<file path="src/rtl/div_pkg.sv">
// Shared types and constants for the HI/LO divider.
package div_pkg;

  typedef enum logic [1:0] {
    IDLE,
    DIVZERO,
    BUSY,
    DONE
  } div_state_t;

  localparam int unsigned DIV_WIDTH = 32;
  localparam logic [DIV_WIDTH-1:0] DIV_ZERO_QUOT = '1;

endpackage

</file>
<file path="src/rtl/div_restoring_step.sv">
// One combinational radix-2 restoring iteration: shift in a dividend bit, trial-subtract the divisor.
module div_restoring_step #(
  parameter int unsigned WIDTH = 32
) (
  input  logic [WIDTH:0]   rem_i,
  input  logic             bit_i,
  input  logic [WIDTH-1:0] divisor_i,
  output logic [WIDTH:0]   rem_o,
  output logic             q_bit_o
);

  logic [WIDTH+1:0] shifted;
  logic             ge;

  always_comb begin
    shifted = {rem_i, bit_i};
    ge      = shifted >= {2'b00, divisor_i};
    q_bit_o = ge;
    // The kept remainder is always below the divisor, so it fits in WIDTH+1 bits.
    rem_o   = (WIDTH+1)'(ge ? (shifted - {2'b00, divisor_i}) : shifted);
  end

endmodule

</file>
<file path="src/rtl/hilo_div_engine.sv">
// Multi-cycle signed/unsigned restoring divider producing {remainder, quotient} for HI/LO.
// Optional DIV_EARLY_OUT_EN: finish in one cycle when |dividend| < |divisor|.
module hilo_div_engine
  import div_pkg::*;
#(
  parameter int unsigned WIDTH = DIV_WIDTH
) (
  input  logic                 clk,
  input  logic                 rst,
  input  logic                 flush,
  input  logic [WIDTH-1:0]     opdata1_i,
  input  logic [WIDTH-1:0]     opdata2_i,
  input  logic                 start_i,
  input  logic                 annul_i,
  input  logic                 signed_div_i,
  output logic                 ready_o,
  output logic [2*WIDTH-1:0]   result_o
);

  localparam int unsigned CW = (WIDTH > 1) ? $clog2(WIDTH) : 1;

  div_state_t           state;
  logic [CW-1:0]        cnt;
  logic [WIDTH:0]       rem;
  logic [WIDTH-1:0]     dq;
  logic [WIDTH-1:0]     dvs;
  logic [WIDTH-1:0]     a_orig;
  logic                 q_neg;
  logic                 r_neg;
  logic                 ready_q;
  logic [2*WIDTH-1:0]   result_q;

  logic                 abort;
  logic [WIDTH-1:0]     a_mag;
  logic [WIDTH-1:0]     b_mag;
  logic [WIDTH:0]       step_rem;
  logic                 step_q;
  logic [WIDTH-1:0]     quo_next;
  logic [WIDTH-1:0]     q_fix;
  logic [WIDTH-1:0]     r_fix;

  always_comb begin
    abort    = flush | annul_i;
    a_mag    = (signed_div_i && opdata1_i[WIDTH-1]) ? ('0 - opdata1_i) : opdata1_i;
    b_mag    = (signed_div_i && opdata2_i[WIDTH-1]) ? ('0 - opdata2_i) : opdata2_i;
    quo_next = {dq[WIDTH-2:0], step_q};
    q_fix    = q_neg ? ('0 - quo_next) : quo_next;
    r_fix    = r_neg ? ('0 - step_rem[WIDTH-1:0]) : step_rem[WIDTH-1:0];
  end

  div_restoring_step #(.WIDTH(WIDTH)) u_step (
    .rem_i     (rem),
    .bit_i     (dq[WIDTH-1]),
    .divisor_i (dvs),
    .rem_o     (step_rem),
    .q_bit_o   (step_q)
  );

  always_ff @(posedge clk) begin
    if (rst) begin
      state    <= IDLE;
      cnt      <= '0;
      rem      <= '0;
      dq       <= '0;
      dvs      <= '0;
      a_orig   <= '0;
      q_neg    <= 1'b0;
      r_neg    <= 1'b0;
      ready_q  <= 1'b0;
      result_q <= '0;
    end else if (abort) begin
      state    <= IDLE;
      ready_q  <= 1'b0;
      result_q <= '0;
    end else begin
      case (state)
        IDLE: begin
          ready_q  <= 1'b0;
          result_q <= '0;
          if (start_i) begin
            a_orig <= opdata1_i;
            dvs    <= b_mag;
            dq     <= a_mag;
            rem    <= '0;
            cnt    <= '0;
            q_neg  <= signed_div_i & (opdata1_i[WIDTH-1] ^ opdata2_i[WIDTH-1]);
            r_neg  <= signed_div_i & opdata1_i[WIDTH-1];
            if (opdata2_i == '0) begin
              state <= DIVZERO;
`ifdef DIV_EARLY_OUT_EN
            end else if (a_mag < b_mag) begin
              state    <= DONE;
              ready_q  <= 1'b1;
              result_q <= {opdata1_i, {WIDTH{1'b0}}};
`endif
            end else begin
              state <= BUSY;
            end
          end
        end
        DIVZERO: begin
          state    <= DONE;
          ready_q  <= 1'b1;
          result_q <= {a_orig, {WIDTH{1'b1}}};
        end
        BUSY: begin
          rem <= step_rem;
          dq  <= quo_next;
          cnt <= cnt + 1'b1;
          if (cnt == CW'(WIDTH-1)) begin
            state    <= DONE;
            ready_q  <= 1'b1;
            result_q <= {r_fix, q_fix};
          end
        end
        DONE: begin
          state    <= IDLE;
          ready_q  <= 1'b0;
          result_q <= '0;
        end
        default: begin
          state <= IDLE;
        end
      endcase
    end
  end

  // An abort in the DONE cycle must suppress the pulse that is already registered.
  always_comb begin
    ready_o  = ready_q & ~(rst | abort);
    result_o = ready_o ? result_q : '0;
  end

endmodule
</file>
<file path="config.mk">
export PLATFORM = sky130hd
export DESIGN_NAME = hilo_div_engine
export DESIGN_NICKNAME = d
export VERILOG_FILES = /design/src/rtl/div_pkg.sv /design/src/rtl/div_restoring_step.sv /design/src/rtl/hilo_div_engine.sv
export SDC_FILE = /design/constraint.sdc
export NUM_CORES = 1
export LEC_CHECK = 0
export ABC_AREA = 1
export CAP_MARGIN = 20
export CORE_UTILIZATION = 38
export CTS_CLUSTER_SIZE = 30
export DETAILED_ROUTE_END_ITERATION = 10
export MAX_ROUTING_LAYER = met4
export PLACE_DENSITY_LB_ADDON = 0.1
export SLEW_MARGIN = 20
export SYNTH_ARGS = -nofsm -noshare
export SYNTH_HDL_FRONTEND = slang
export SYNTH_SLANG_ARGS = --single-unit
</file>
<file path="constraint.sdc">
create_clock -name clk -period 11.3 [get_ports clk]
set_clock_uncertainty 0.1 [all_clocks]
set_input_delay 1.695 -clock clk [delete_from_list [all_inputs] [get_ports clk]]
set_output_delay 1.695 -clock clk [all_outputs]
set_load 0.02 [all_outputs]
</file>
* Word level (Yosys, flattened, before mapping) *
Index checks and enable logic that the tools add are counted.

operators by class
  add/sub/neg operators = 6
  magnitude comparators = 1
  equality and inequality tests = 6
  multiplexer cells = 20
  bitwise operators = 8
  reduce and logical (&&, ||, !) cells = 10

operator list
  operator                                                              number
  64-bit one-hot mux with 3 select lines                                1
  32-bit two-way mux                                                    5
  64-bit two-way mux                                                    2
  1-bit by 32-bit subtractor with 32-bit output (first input constant)  4
  33-bit two-way mux                                                    2
  33-bit one-hot mux with 2 select lines                                1
  32-bit one-hot mux with 2 select lines                                1
  34-bit by 32-bit greater-or-equal comparator with 1-bit output        1
  33-bit by 32-bit subtractor with 33-bit output                        1
  32-bit zero test                                                      1
  5-bit one-hot mux with 2 select lines                                 1
  2-bit one-hot mux with 4 select lines                                 1
  2-bit two-way mux                                                     3
  3-bit AND reduction                                                   2
  5-bit by 1-bit adder with 5-bit output (second input constant)        1
  5-bit == test (second input constant)                                 1
  5-bit two-way mux                                                     1
  2-bit == test (second input constant)                                 2
  2-bit != test (second input constant)                                 2
  2-bit OR reduction                                                    2
  1-bit bitwise AND                                                     3
  1-bit one-hot mux with 3 select lines                                 1
  2-bit by 1-bit == test with 1-bit output (second input constant)      1
  1-bit logical AND                                                     2
  7 further kinds                                                       9

word-level totals
  bits in registers = 203
  bits of input ports = 70
  output and inout bits = 65
  logic and storage cells = 61

* Depth between registers and ports, before layout *
  word-level depth = 6
  gate-level depth with buffers = 31
  gate-level depth less buffers = 30

* Hierarchy *
A second synthesis with hierarchy kept.

unflattened totals
  cell total of the unflattened synthesis = 2610
  area, all modules = 15287.2 µm²

by module, submodules not included
  module              times used  cells each  area each (µm²)  seq. area each (µm²)
  hilo_div_engine     1           1913        12009.0          4063.9
  div_restoring_step  1           697         3278.1           0.0

* Worst setup path before layout *
Ideal clock, no wire load.

  path type = input-to-output
  start = in annul_i
  end = out result_o[54]
  arrival = 2.960 ns
  required time = 9.505 ns
  setup slack = 6.545 ns
  stages = 7
  path buffers = 2
  cells stage by stage = nor2_1 > inv_1 > nor2_1 > nand2_1 > clkbuf_1 > buf_1 > nor2_1

on the way
  longest elaborated chain between the ends = 5

ends and longest elaborated chain
  element             line                    source
  start: declaration  hilo_div_engine.sv:14   input logic annul_i,
  1-bit OR            hilo_div_engine.sv:43   abort = flush | annul_i;
  1-bit OR            hilo_div_engine.sv:130  ready_o = ready_q & ~(rst | abort);
  1-bit inverter      hilo_div_engine.sv:130
  1-bit bitwise AND   hilo_div_engine.sv:130
  64-bit two-way mux  hilo_div_engine.sv:131  result_o = ready_o ? result_q : '0;
  end: declaration    hilo_div_engine.sv:17   output logic [2*WIDTH-1:0] result_o

Every way passes these cells.

* Worst setup path after layout *
  start = in annul_i
  end = out result_o[62]

The elaborated chain is that of the path after synthesis.

==> metrics.md <==
| Metric | Value |
|---|---|
| Setup TNS | 0 ns |
| Mapped Area | 14,730 um^2 |
| GRT Util Overall | 0.2734 |
| FF/Latch Area | 4064 um^2 |
| Non-Filler Instances | 3,030 |
| Post-DR vias/cell | between 5 and 6 |
| Design Power | 2.200 mW |
| Setup repair bufs after CTS | 0 |
| Detailed placement HPWL | 40,290 um |
| Post-synthesis simple-gate area fraction | 0.3448 |
| Req. time, crit path | roughly 9.5 ns |
| Area fraction of the dominant cell type after synthesis | 0.2760 |
| CP arrival | 4.34 ns |
| Mean Syn Cell Area | 6.068 um^2 |
| Detailed Route WL | 52,430 um |
| Hold_ws | ~0.37 ns |
| Vias | 15,717 |
| Synth Area in Compound Gates | 0.1917 |
| # fillers | 4,088 |
| Initial Util | 0.3882 |
| Syn_nets | 2,539 |
| First-pass GRT wire length | 81,940 um |
| Hold wc startpoint | rem[32]$_SDFFE_PP0P_ |
| Final Max Tran Viols | 0 |
| Post-route setup slack | a little over 5 ns |
| Max_cap viols | 0 |
| Layout Utilization | 0.4559 |
| Ant. Diodes | 0 |
| Area leader, netlist | dfxtp_1 |
| P&R area growth vs syn | 17.42% |
| Clk slew on worst S/H paths | 0.05 ns |
| Cts repair resizes | 0 |
| GRT overflow | 0 |
| Horiz. Die Dim | 198.9 um |
| Post-synth EDFFs | 0 |
| DRT Pass-1 Iters | 5 |
| Latest clock arrival within the worst-skew pair | ~0.56 ns |
| Setup crit end kind | output pin |
| Asr flop ratio synth | 0 |
| Hold Buf Count CTS | 0 |
| Pin count of the biggest net entering global routing | 90 |
| Worst-path fanout max | 65 |
| Root Driver | clkbuf_16 |
| # DRC | 0 |
| Worst hold path class | reg2reg |
| Outcome | complete, no violations |
| CP max-delay cell | clkdlybuf4s50_1 |
| Initial drt markers | around 1,100 |
| I/O pin total | 135 |
| WL/cell | 17.30 um |
| Num CTS Buffers | 26 |
| Peak VDD IR | 0.09906 mV |
| Post-synthesis cell type count | 53 |
| CTS H-tree depth | 1 |
| Setup crit start | annul_i |
| Critical-path cell list | clkdlybuf4s50_1 > nor2_1 > inv_1 > nor2_4 > buf_4 > nand2_4 > nor2_1 > clkdlybuf4s50_1 |
| CTS tree | done |
| Power per cell area | 127.2 nW/um^2 |
| Adder-Cell Fraction of Synth Area | 0.03619 |
| Wl on met1 | 26,180 um |
| Yosys warnings | 0 |
| Gp weighted congestion | 0.9664 |
| Site row count | between 70 and 80 |
| Max transition margin | 0.4258 |
| DIE AREA | 39,550 um^2 |
| Synth area leaders | dfxtp_1 (28%), nand2_1 (14%), inv_1 (8.8%) |
| Die H | 198.9 um |
| Core area | between 30,000 and 40,000 um^2 |
| Pre-CTS setup slack | 4.756 ns |
| FMAX | 163.0 MHz |
| Post-route antenna net violation count | 0 |
| LEAKAGE | a little under 8 nW |
| Highest routed layer | met4 |
| Worst path max stage delay | 0.63 ns |
| Multi-input logic area | between 8000 and 9000 um^2 |
| Crit share post-route | 0.5429 |
| Fin area | 17,290 um^2 |
| Placed inst area | 16,370 um^2 |
| Proportion of synthesized area in mux cells | 0 |
| Largest family of logic cells by synthesized area | simple AND/OR/NAND/NOR gates |
| Final hold vios | 0 |
| Xor/xnor cell area share of the yosys netlist | 0.02676 |
| WS Path Type | in2out |
| Post-route minimum period | slightly above 6 ns |
| Nets | 2,612 |
| Worst r2r src | dvs[19]$_SDFFE_PP0P_ |
| Ys flop type | dfxtp_1 |
| Clk sinks | between 200 and 250 |
| Unrepaired setup endpoints after global routing | false |
| Vias in the first global route | roughly 14,000 |
| Setup violators final | 0 |
| Clock tree buffer depth | 3 |
| Share of cells above drive strength 1 | 0.07225 |
| Initial antenna violation count | 0 |
| Buffers added on ports | approximately 130 |
| Placed cell count | slightly below 3,000 |
| Seq/Total Area, Yosys | 0.2760 |
| Element type at the critical path start | input pin |
| Least-Margin Pin Slew | 0.8613 ns |
| Flops & latches, synth | 203 |
| Gate Count Post-Synth | 2,427 |
| Met2 WL | 22,760 um |
| Met3 wire length | between 2000 and 2500 um |
## power breakdown
group	switching, mW	leakage (nW)	internal [mW]	total (mW)
clock	0.348	0.433	0.511	0.859
sequential	0.0166	1.65	0.738	0.754
combinational	0.404	5.67	0.182	0.586
total	0.769	7.75	1.43	2.20
## worst paths after layout
kind	end	slack (ns)	cells after the start
max reg2reg	result_q[30]$_SDFFE_PP0P_	6.30	27
min	rem[32]$_SDFFE_PP0P_	0.37	2
max	result_o[62]	5.17	8
min reg2reg	rem[32]$_SDFFE_PP0P_	0.37	2
## state kept, by name, indices dropped and copies added (netlist names)
register and flops:
result_q 64, rem 33, a_orig 32, dq 32, dvs 32, cnt 5
state 2, q_neg 1, r_neg 1, ready_q 1
## Yosys cell counts, types with 7 or more instances
| cell | n |
|---|---|
| a21oi_1 | 216 |
| a31oi_1 | 35 |
| buf_1 | 16 |
| clkbuf_1 | 79 |
| dfxtp_1 | 203 |
| ha_1 | 41 |
| inv_1 | 346 |
| inv_2 | 10 |
| nand2_1 | 562 |
| nand2_2 | 28 |
| nand3_1 | 160 |
| nand3_2 | 9 |
| nand3b_1 | 12 |
| nand4_1 | 19 |
| nor2_1 | 271 |
| nor2_2 | 13 |
| nor2_4 | 7 |
| nor3_1 | 29 |
| nor3_2 | 7 |
| o211ai_1 | 22 |
| o21ai_0 | 189 |
| o21ai_1 | 11 |
| o31ai_1 | 7 |
| or2_2 | 19 |
| xnor2_1 | 15 |
| xor2_1 | 30 |
## final cells by class
class / count / share of cell area
multi-input combinational: 1757 / 0.5124
sequential: 203 / 0.2350
timing repair buffer: 151 / 0.08567
inverter: 361 / 0.07844
clock buffer: 36 / 0.04327
tap: 511 / 0.03698
clock inverter: 11 / 0.008249
## kinds of logic (layout without fill, tap and decap cells)
group	after synthesis	count (layout)
AND/OR/NAND/NOR	1155	1155
AO/OA/AOI/OAI	515	515
buffers and inverters	467	559
flip-flops	203	203
XOR/XNOR	45	45
adder cells (fa/ha/maj)	42	42
## per-layer routing
metal | GRT usage | vias up
li1 | - | 7984
met3 | 0.02306 | 65
met5 | - | -
met4 | 0.05897 | 0
met1 | 0.3908 | 7269
met2 | 0.4163 | 399
## layout by cell type (no fill, tap or decap), types with 6 or more instances in the layout
cell type        instances
buf_4                   16
xnor2_1                 15
nor3_2                   7
clkbuf_16               27
o211ai_1                22
nand3_1                159
clkbuf_8                 6
a221oi_1                 6
a21oi_1                216
nand4_1                 19
dfxtp_1                203
inv_1                  344
nand2_2                 28
o21ai_1                 11
nor3_1                  29
clkdlybuf4s50_1        133
a31oi_1                 35
o21ai_0                189
nand2_1                561
nand3_2                 10
or2_2                   19
nor2_1                 267
inv_2                   12
nand3b_1                12
xor2_1                  30
o31ai_1                  7
nor2_2                  15
ha_1                    41
nor2_4                   9
## worst max-delay path, delay by kind of cell
family                 cells  cell delay, ns
buffers and inverters      4            1.60
and+or+nand+nor            4            0.99
(Power assumes the default switching activity.)
